===== config.mk =====
export PLATFORM = sky130hd
export DESIGN_NAME = cornet_bus_arbiter
export DESIGN_NICKNAME = d
export VERILOG_FILES = /design/src/rtl/cornet_bus_pkg.sv /design/src/rtl/cornet_rr_picker.sv /design/src/rtl/cornet_bus_arbiter.sv
export SDC_FILE = /design/constraint.sdc
export NUM_CORES = 1
export LEC_CHECK = 0
export ABC_AREA = 1
export CAP_MARGIN = 25
export CORE_ASPECT_RATIO = 1.75
export CORE_UTILIZATION = 47
export CTS_BUF_LIST = sky130_fd_sc_hd__clkbuf_2
export CTS_CLUSTER_DIAMETER = 60
export DETAILED_ROUTE_END_ITERATION = 8
export MAX_ROUTING_LAYER = met4
export PLACE_DENSITY = 0.85
export SYNTH_ARGS = -nofsm -noshare
export SYNTH_HDL_FRONTEND = slang
export SYNTH_SLANG_ARGS = --single-unit

===== constraint.sdc =====
create_clock -name clk -period 4.38 [get_ports clk]
set_input_delay 0.657 -clock clk [delete_from_list [all_inputs] [get_ports clk]]
set_output_delay 0.657 -clock clk [all_outputs]
set_load 0.02 [all_outputs]

===== src/rtl/cornet_bus_pkg.sv =====
`default_nettype none
// ---------------------------------------------------------------------------
// Module : cornet_bus_pkg
// Brief  : Shared types and constants for the cornet memory-port arbiter.
// Rev    : 1.0 - initial release
// ---------------------------------------------------------------------------
package cornet_bus_pkg;

  localparam int unsigned NUM_REQ_DEF      = 3;
  localparam int unsigned GRANT_W          = $clog2(NUM_REQ_DEF);
  localparam logic [7:0]  TIMEOUT_DATA_DEF = 8'hFF;

  typedef enum logic [1:0] {
    ST_IDLE      = 2'd0,
    ST_ACCESS_RD = 2'd1,
    ST_ACCESS_WR = 2'd2,
    ST_DONE      = 2'd3
  } state_e;

  // Index width for an n-entry selector; never narrower than one bit.
  function automatic int unsigned idx_width(input int unsigned n);
    return (n > 1) ? $clog2(n) : 1;
  endfunction

endpackage
`default_nettype wire


===== src/rtl/cornet_rr_picker.sv =====
`default_nettype none
// ---------------------------------------------------------------------------
// Module : cornet_rr_picker
// Brief  : Combinational winner selection: locked master if locked,
//          otherwise round-robin starting after the last grant.
// Rev    : 1.0 - initial release
// ---------------------------------------------------------------------------
module cornet_rr_picker #(
  parameter int unsigned NUM_REQ = 3,
  parameter int unsigned GNT_W   = 2
) (
  input  logic [NUM_REQ-1:0] req_i,
  input  logic [GNT_W-1:0]   last_i,
  input  logic               lock_i,
  input  logic [GNT_W-1:0]   lock_id_i,
  output logic [GNT_W-1:0]   win_o,
  output logic               any_o
);

  logic             hi_found;
  logic             lo_found;
  logic [GNT_W-1:0] hi_win;
  logic [GNT_W-1:0] lo_win;

  // Scan high-to-low so the lowest index above / at-or-below last survives.
  always_comb begin
    hi_found = 1'b0;
    lo_found = 1'b0;
    hi_win   = '0;
    lo_win   = '0;
    for (int j = NUM_REQ - 1; j >= 0; j--) begin
      if (req_i[j]) begin
        if (GNT_W'(j) > last_i) begin
          hi_found = 1'b1;
          hi_win   = GNT_W'(j);
        end else begin
          lo_found = 1'b1;
          lo_win   = GNT_W'(j);
        end
      end
    end
  end

  // Under lock only the locked master may win; nobody else is considered.
  always_comb begin
    if (lock_i) begin
      any_o = req_i[lock_id_i];
      win_o = lock_id_i;
    end else begin
      any_o = hi_found | lo_found;
      win_o = hi_found ? hi_win : lo_win;
    end
  end

endmodule
`default_nettype wire


===== src/rtl/cornet_bus_arbiter.sv =====
`default_nettype none
// ---------------------------------------------------------------------------
// Module : cornet_bus_arbiter
// Brief  : Round-robin arbiter sharing one memory port between bus masters,
//          with word-transfer lock and a read-timeout watchdog.
// Rev    : 1.0 - initial release
// ---------------------------------------------------------------------------
module cornet_bus_arbiter
  import cornet_bus_pkg::*;
#(
  parameter int unsigned         NUM_REQ        = NUM_REQ_DEF,
  parameter int unsigned         ADDR_W         = 16,
  parameter int unsigned         DATA_W         = 8,
  parameter int unsigned         TIMEOUT_CYCLES = 255,
  parameter logic [DATA_W-1:0]   TIMEOUT_DATA   = DATA_W'(TIMEOUT_DATA_DEF),
  parameter int unsigned         GNT_W          = idx_width(NUM_REQ)
) (
  input  logic                      clk,
  input  logic                      reset,
  input  logic [NUM_REQ-1:0]        req_valid,
  input  logic [NUM_REQ-1:0]        req_we,
  input  logic [NUM_REQ-1:0]        req_lock,
  input  logic [NUM_REQ*ADDR_W-1:0] req_addr,
  input  logic [NUM_REQ*DATA_W-1:0] req_wdata,
  output logic [NUM_REQ-1:0]        req_ack,
  output logic [DATA_W-1:0]         rd_data,
  output logic [ADDR_W-1:0]         mem_addr,
  output logic [DATA_W-1:0]         mem_wr_data,
  output logic                      mem_wr_enable,
  output logic                      mem_rd_req,
  input  logic                      mem_rd_ack,
  input  logic [DATA_W-1:0]         mem_rd_data,
  output logic [GNT_W-1:0]          grant_id,
  output logic                      busy,
  output logic                      timeout_err,
  input  logic                      err_clr
);

  localparam int unsigned CNT_W = idx_width(TIMEOUT_CYCLES + 1);

  state_e              state_q, state_d;
  logic [ADDR_W-1:0]   mem_addr_q, mem_addr_d;
  logic [DATA_W-1:0]   mem_wr_data_q, mem_wr_data_d;
  logic                mem_wr_enable_q, mem_wr_enable_d;
  logic                mem_rd_req_q, mem_rd_req_d;
  logic [DATA_W-1:0]   rd_data_q, rd_data_d;
  logic [GNT_W-1:0]    grant_id_q, grant_id_d;
  logic [GNT_W-1:0]    last_q, last_d;
  logic                lock_q, lock_d;
  logic [NUM_REQ-1:0]  req_ack_q, req_ack_d;
  logic                timeout_err_q, timeout_err_d;
  logic [CNT_W-1:0]    cnt_q, cnt_d;
  logic                timeout_set;

  logic [ADDR_W-1:0]   addr_arr [NUM_REQ];
  logic [DATA_W-1:0]   wdata_arr[NUM_REQ];
  logic [NUM_REQ-1:0]  req_eligible;
  logic [GNT_W-1:0]    win;
  logic                win_any;

  for (genvar g = 0; g < NUM_REQ; g++) begin : g_unpack
    assign addr_arr[g]  = req_addr[g*ADDR_W +: ADDR_W];
    assign wdata_arr[g] = req_wdata[g*DATA_W +: DATA_W];
  end

  // A master still sees its ack this cycle and holds req_valid until the
  // next edge; hide it so the same request is not granted twice.
  assign req_eligible = req_valid & ~req_ack_q;

  cornet_rr_picker #(
    .NUM_REQ (NUM_REQ),
    .GNT_W   (GNT_W)
  ) u_picker (
    .req_i     (req_eligible),
    .last_i    (last_q),
    .lock_i    (lock_q),
    .lock_id_i (grant_id_q),
    .win_o     (win),
    .any_o     (win_any)
  );

  // Next-state and registered-output computation for the access sequencer.
  always_comb begin
    state_d         = state_q;
    mem_addr_d      = mem_addr_q;
    mem_wr_data_d   = mem_wr_data_q;
    mem_wr_enable_d = 1'b0;
    mem_rd_req_d    = mem_rd_req_q;
    rd_data_d       = rd_data_q;
    grant_id_d      = grant_id_q;
    last_d          = last_q;
    lock_d          = lock_q;
    req_ack_d       = '0;
    cnt_d           = cnt_q;
    timeout_set     = 1'b0;

    case (state_q)
      ST_IDLE: begin
        if (lock_q && !req_valid[grant_id_q]) begin
          lock_d = 1'b0;
        end
        if (win_any) begin
          mem_addr_d    = addr_arr[win];
          mem_wr_data_d = wdata_arr[win];
          grant_id_d    = win;
          last_d        = win;
          cnt_d         = '0;
          if (req_we[win]) begin
            mem_wr_enable_d = 1'b1;
            state_d         = ST_ACCESS_WR;
          end else begin
            mem_rd_req_d = 1'b1;
            state_d      = ST_ACCESS_RD;
          end
        end
      end
      ST_ACCESS_WR: begin
        state_d = ST_DONE;
      end
      ST_ACCESS_RD: begin
        if (mem_rd_ack) begin
          rd_data_d    = mem_rd_data;
          mem_rd_req_d = 1'b0;
          state_d      = ST_DONE;
        end else if (cnt_q == CNT_W'(TIMEOUT_CYCLES - 1)) begin
          rd_data_d    = TIMEOUT_DATA;
          mem_rd_req_d = 1'b0;
          timeout_set  = 1'b1;
          state_d      = ST_DONE;
        end else begin
          cnt_d = cnt_q + 1'b1;
        end
      end
      ST_DONE: begin
        req_ack_d[grant_id_q] = 1'b1;
        lock_d                = req_lock[grant_id_q];
        state_d               = ST_IDLE;
      end
      default: begin
        state_d = ST_IDLE;
      end
    endcase

    timeout_err_d = timeout_set | (timeout_err_q & ~err_clr);
  end

  // State and output registers; reset abandons any in-flight access.
  always_ff @(posedge clk or posedge reset) begin
    if (reset) begin
      state_q         <= ST_IDLE;
      mem_addr_q      <= '0;
      mem_wr_data_q   <= '0;
      mem_wr_enable_q <= 1'b0;
      mem_rd_req_q    <= 1'b0;
      rd_data_q       <= '0;
      grant_id_q      <= '0;
      last_q          <= GNT_W'(NUM_REQ - 1);
      lock_q          <= 1'b0;
      req_ack_q       <= '0;
      timeout_err_q   <= 1'b0;
      cnt_q           <= '0;
    end else begin
      state_q         <= state_d;
      mem_addr_q      <= mem_addr_d;
      mem_wr_data_q   <= mem_wr_data_d;
      mem_wr_enable_q <= mem_wr_enable_d;
      mem_rd_req_q    <= mem_rd_req_d;
      rd_data_q       <= rd_data_d;
      grant_id_q      <= grant_id_d;
      last_q          <= last_d;
      lock_q          <= lock_d;
      req_ack_q       <= req_ack_d;
      timeout_err_q   <= timeout_err_d;
      cnt_q           <= cnt_d;
    end
  end

  assign req_ack       = req_ack_q;
  assign rd_data       = rd_data_q;
  assign mem_addr      = mem_addr_q;
  assign mem_wr_data   = mem_wr_data_q;
  assign mem_wr_enable = mem_wr_enable_q;
  assign mem_rd_req    = mem_rd_req_q;
  assign grant_id      = grant_id_q;
  assign busy          = (state_q != ST_IDLE);
  assign timeout_err   = timeout_err_q;

endmodule
`default_nettype wire


==> flow_metrics.tcl <==
set metrics [dict create \
    synth-simple-area-share_pct 32.6 \
    cts.sink_count 52 \
    vdd_ir_drop_max_v 0.000460 \
    finalHoldViolations 0 \
    pwr-share-clk_pct 6.8 \
    multiInputGateArea_sq_um 1560 \
    critical-path-top-delay-family "buffers and inverters" \
    hold_path_class "input port to asynchronous set/reset pin" \
    synth_top_cell_area_share_pct 41.4 \
    finalWorstPathRequiredPeriod_ns 2.65 \
    drt_wl_total_um 8510 \
    timing.critical_path.from_type "flip-flop" \
    drt-vias-per-instance 5.21 \
    cp_max_fo 7 \
    timing.final.setup_violations 0 \
    grt_setup_unrepaired "no" \
    final_core_util_pct 70.8 \
    synthCells 375 \
    post_synthesis_sequential_area_ratio_pct 42.2 \
    maxCapViolCount 0 \
    cts.path.max_buffers 2 \
    grt_first_pass_wirelength_um 14200 \
    r2r.worst_path.cells 9 \
    grt_start_max_net_pins 44 \
    antenna_cells_inserted 0 \
    post_synth_mux_area_share_pct 0 \
    floorplan.initialDensity_pct 49.2 \
    critical_path_cell_count 4 \
    worst-endpoint-required_ns 3.72 \
    seq_power_share_pct 28.1 \
    fillCellCount 531 \
    post-synth-top-area-cell "dfrtp_1" \
    timing.setup.critical_path_class "flip-flop to output pin" \
    clock_skews_ns 0.00613 \
    mostFrequentLayoutCell "clkdlybuf4s50_1" \
    critical-path-slowest-cell "clkdlybuf4s50_1" \
    critical_path.cell_chain "inv_1 > ha_1 > inv_1 > clkdlybuf4s50_1" \
    hold_slack_ns 0.471 \
    synth_compound_gate_area_share_pct 14.2 \
    final.setup.tns_ns 0 \
    worstMarginPinSlew_ns 0.674 \
    report.final.slew_viol_count 0 \
    clock_tree_from_tritoncts "yes" \
    finalNetCount 600 \
    avgSynthCellArea_sq_um 8.23 \
    antenna_found_initial 0 \
    cts_max_level 2 \
    critPathMostFrequentCell "inv_1" \
    mostFrequentLayoutCells "133 x clkdlybuf4s50_1, 100 x nand2_1, 51 x dfrtp_1" \
    synth_xor_area_share_pct 1.42 \
    clk_pin_slew_worst_paths_ns 0.27 \
    ys_seq_elements 52 \
    die_area_sq_um 6910 \
    result_of_the_run "complete, no violations" \
    area_of_the_core_sq_um 6280 \
    area_delta_synth_final_pct 44.0 \
    fp-row-count 38 \
    number_of_routed_nets_with_antenna_violations 0 \
    yosys-top-cells-area "dfrtp_1 41%, nand2_1 12%, nand3_1 6.8%, o21ai_0 3.6%, nor2_2 3.2%" \
    pin_count 134 \
    gp_routability_congestion 0.903 \
    chipHeight_um 109 \
    comb_power_share_pct 65.1 \
    drtPass1Iterations 4 \
    worstSetupEndpointType "output pin" \
    power_total_mw 2.95 \
    post_cts_buffers 0 \
    first_global_vias 3233 \
    final_area_sq_um 4440 \
    gr-usage-all-layers_pct 27.4 \
    max_freq_mhz 378 \
    slew-limit-headroom_pct 54.9 \
    power_per_cell_area_nw_per_um2 664 \
    gr_overflow_total 0 \
    root_buffer "clkbuf_2" \
    count_of_unique_library_cells_instantiated_by_yosys 41 \
    wire_per_inst_um 14.6 \
    syn_area_sq_um 3090 \
    floorplan.die.width_um 63.3 \
    critPathMaxStageDelay_ns 0.59 \
    detailroute.wirelength.met3_um 528 \
    route.vias.total 3034 \
    critPathArrivalTime_ns 1.99 \
    cts-hold-fix-buffers 0 \
    power.internal_mw 1.47 \
    worst_skew_pair.late_latency_ns 0.44 \
    synth_adder_area_share_pct 2.43 \
    drt_drc_violations_left 0 \
    drtIter0Drc 129 \
    dp_hpwl_um 6760 \
    yosys_warnings 0 \
    met2RoutedLength_um 4720 \
    final_layout_size_suffix_gt1_share_pct 9.76 \
    mappedNetlistNets 474 \
    numCtsBuffers 5 \
    topRoutingLayerUsed "met4" \
    wl_met1_um 2920 \
    static-leakage-power_nw 1.89 \
    synth_top_family_by_area "simple AND/OR/NAND/NOR gates" \
    switching_share_pct 50.3 \
    cts-resized-gates 0 \
    finalCritPeriodShare_pct 60.5 \
    timing.critical_path.buf_inv 3 \
    dpl_cell_area_sq_um 4400 \
    seq_area_sq_um 1300 \
    io_buffer_count 133 \
    p_sw_mw 1.48 \
]
[cell usage after synthesis]
library cell  number
nand2_1          100
dfrtp_1           51
nand3_1           42
o21ai_0           22
inv_1             18
nor2_1            18
o21ai_1           17
nor2_2            16
o211ai_1           8
o22a_1             8
or2_0              8
buf_6              7
or2_2              7
ha_1               6
a21oi_1            5
buf_4              5
nor3_1             4
xor2_1             3
buf_2              2
nand2_2            2
nand2_4            2
nand3_2            2
nand4_1            2
o21ai_4            2
xnor2_1            2
a22oi_1            1
a31oi_1            1
buf_8              1
dfstp_2            1
inv_2              1
inv_6              1
nand2_8            1
nand3b_1           1
nand4_2            1
nor2_4             1
nor2_8             1
o2111ai_1          1
o21ai_2            1
o22ai_1            1
o31ai_1            1
o32ai_1            1
[final timing paths]
kind,from,end,slack (ns)
setup / recovery,state_q[0],busy,1.73
hold / removal,reset,rd_data[6],0.47
setup reg to reg,grant_id[0],mem_addr[2],1.95
hold reg to reg,mem_rd_req,mem_rd_req,0.52
max in group asynchronous,reset,last_q[1],3.33
min in group clk,mem_rd_req,mem_rd_req,0.52
[kinds of logic (layout without fill, tap and decap cells)]
| family | count (synthesis) | count (layout) |
|---|---|---|
| AOI/OAI and AO/OA | 69 | 69 |
| xor gates and xnor gates | 5 | 5 |
| adders and majority gates | 6 | 6 |
| buffers and inverters | 35 | 162 |
| DFF | 52 | 52 |
| and+or+nand+nor | 208 | 208 |
[power by group through the flow]
stage | clock, mW | combinational [mW] | sequential (mW)
after floorplan | 0 | 1.20 | 1.00
after global placement | 0 | 1.86 | 0.830
after detailed placement | 0 | 1.93 | 0.836
after CTS | 0.201 | 1.93 | 0.829
after global routing | 0.224 | 2.12 | 0.852
final | 0.200 | 1.92 | 0.829
[metal layers]
metal	vias to the layer above	GRT usage [%]
met5	-	-
met4	0	13.1
met3	30	5.75
met2	121	51.8
met1	1384	25.8
li1	1499	-
[flip-flops by register name (all words and copies together) (netlist names)]
name / count
rd_data: 8
cnt_q: 8
req_ack: 3
mem_wr_data: 8
timeout_err: 1
mem_wr_enable: 1
last_q: 1
grant_id: 2
state_q: 2
mem_rd_req: 1
lock_q: 1
mem_addr: 16
[through the flow]
step / cells / worst slack [ns]
CTS: 582 / 1.69
global route: 582 / 1.57
global placement: 573 / 1.45
finish: 582 / 1.73
detailed placement: 574 / 1.30
floorplan: 375 / 2.47
[area by class of cell]
type,count,share of cell area [%]
tap,80,2.25
clock buffer,5,0.563
inverter,20,1.80
sequential,52,29.3
multi-input combinational,288,35.1
clock inverter,3,0.535
timing repair buffer,134,30.4
(Power assumes the default switching activity.)
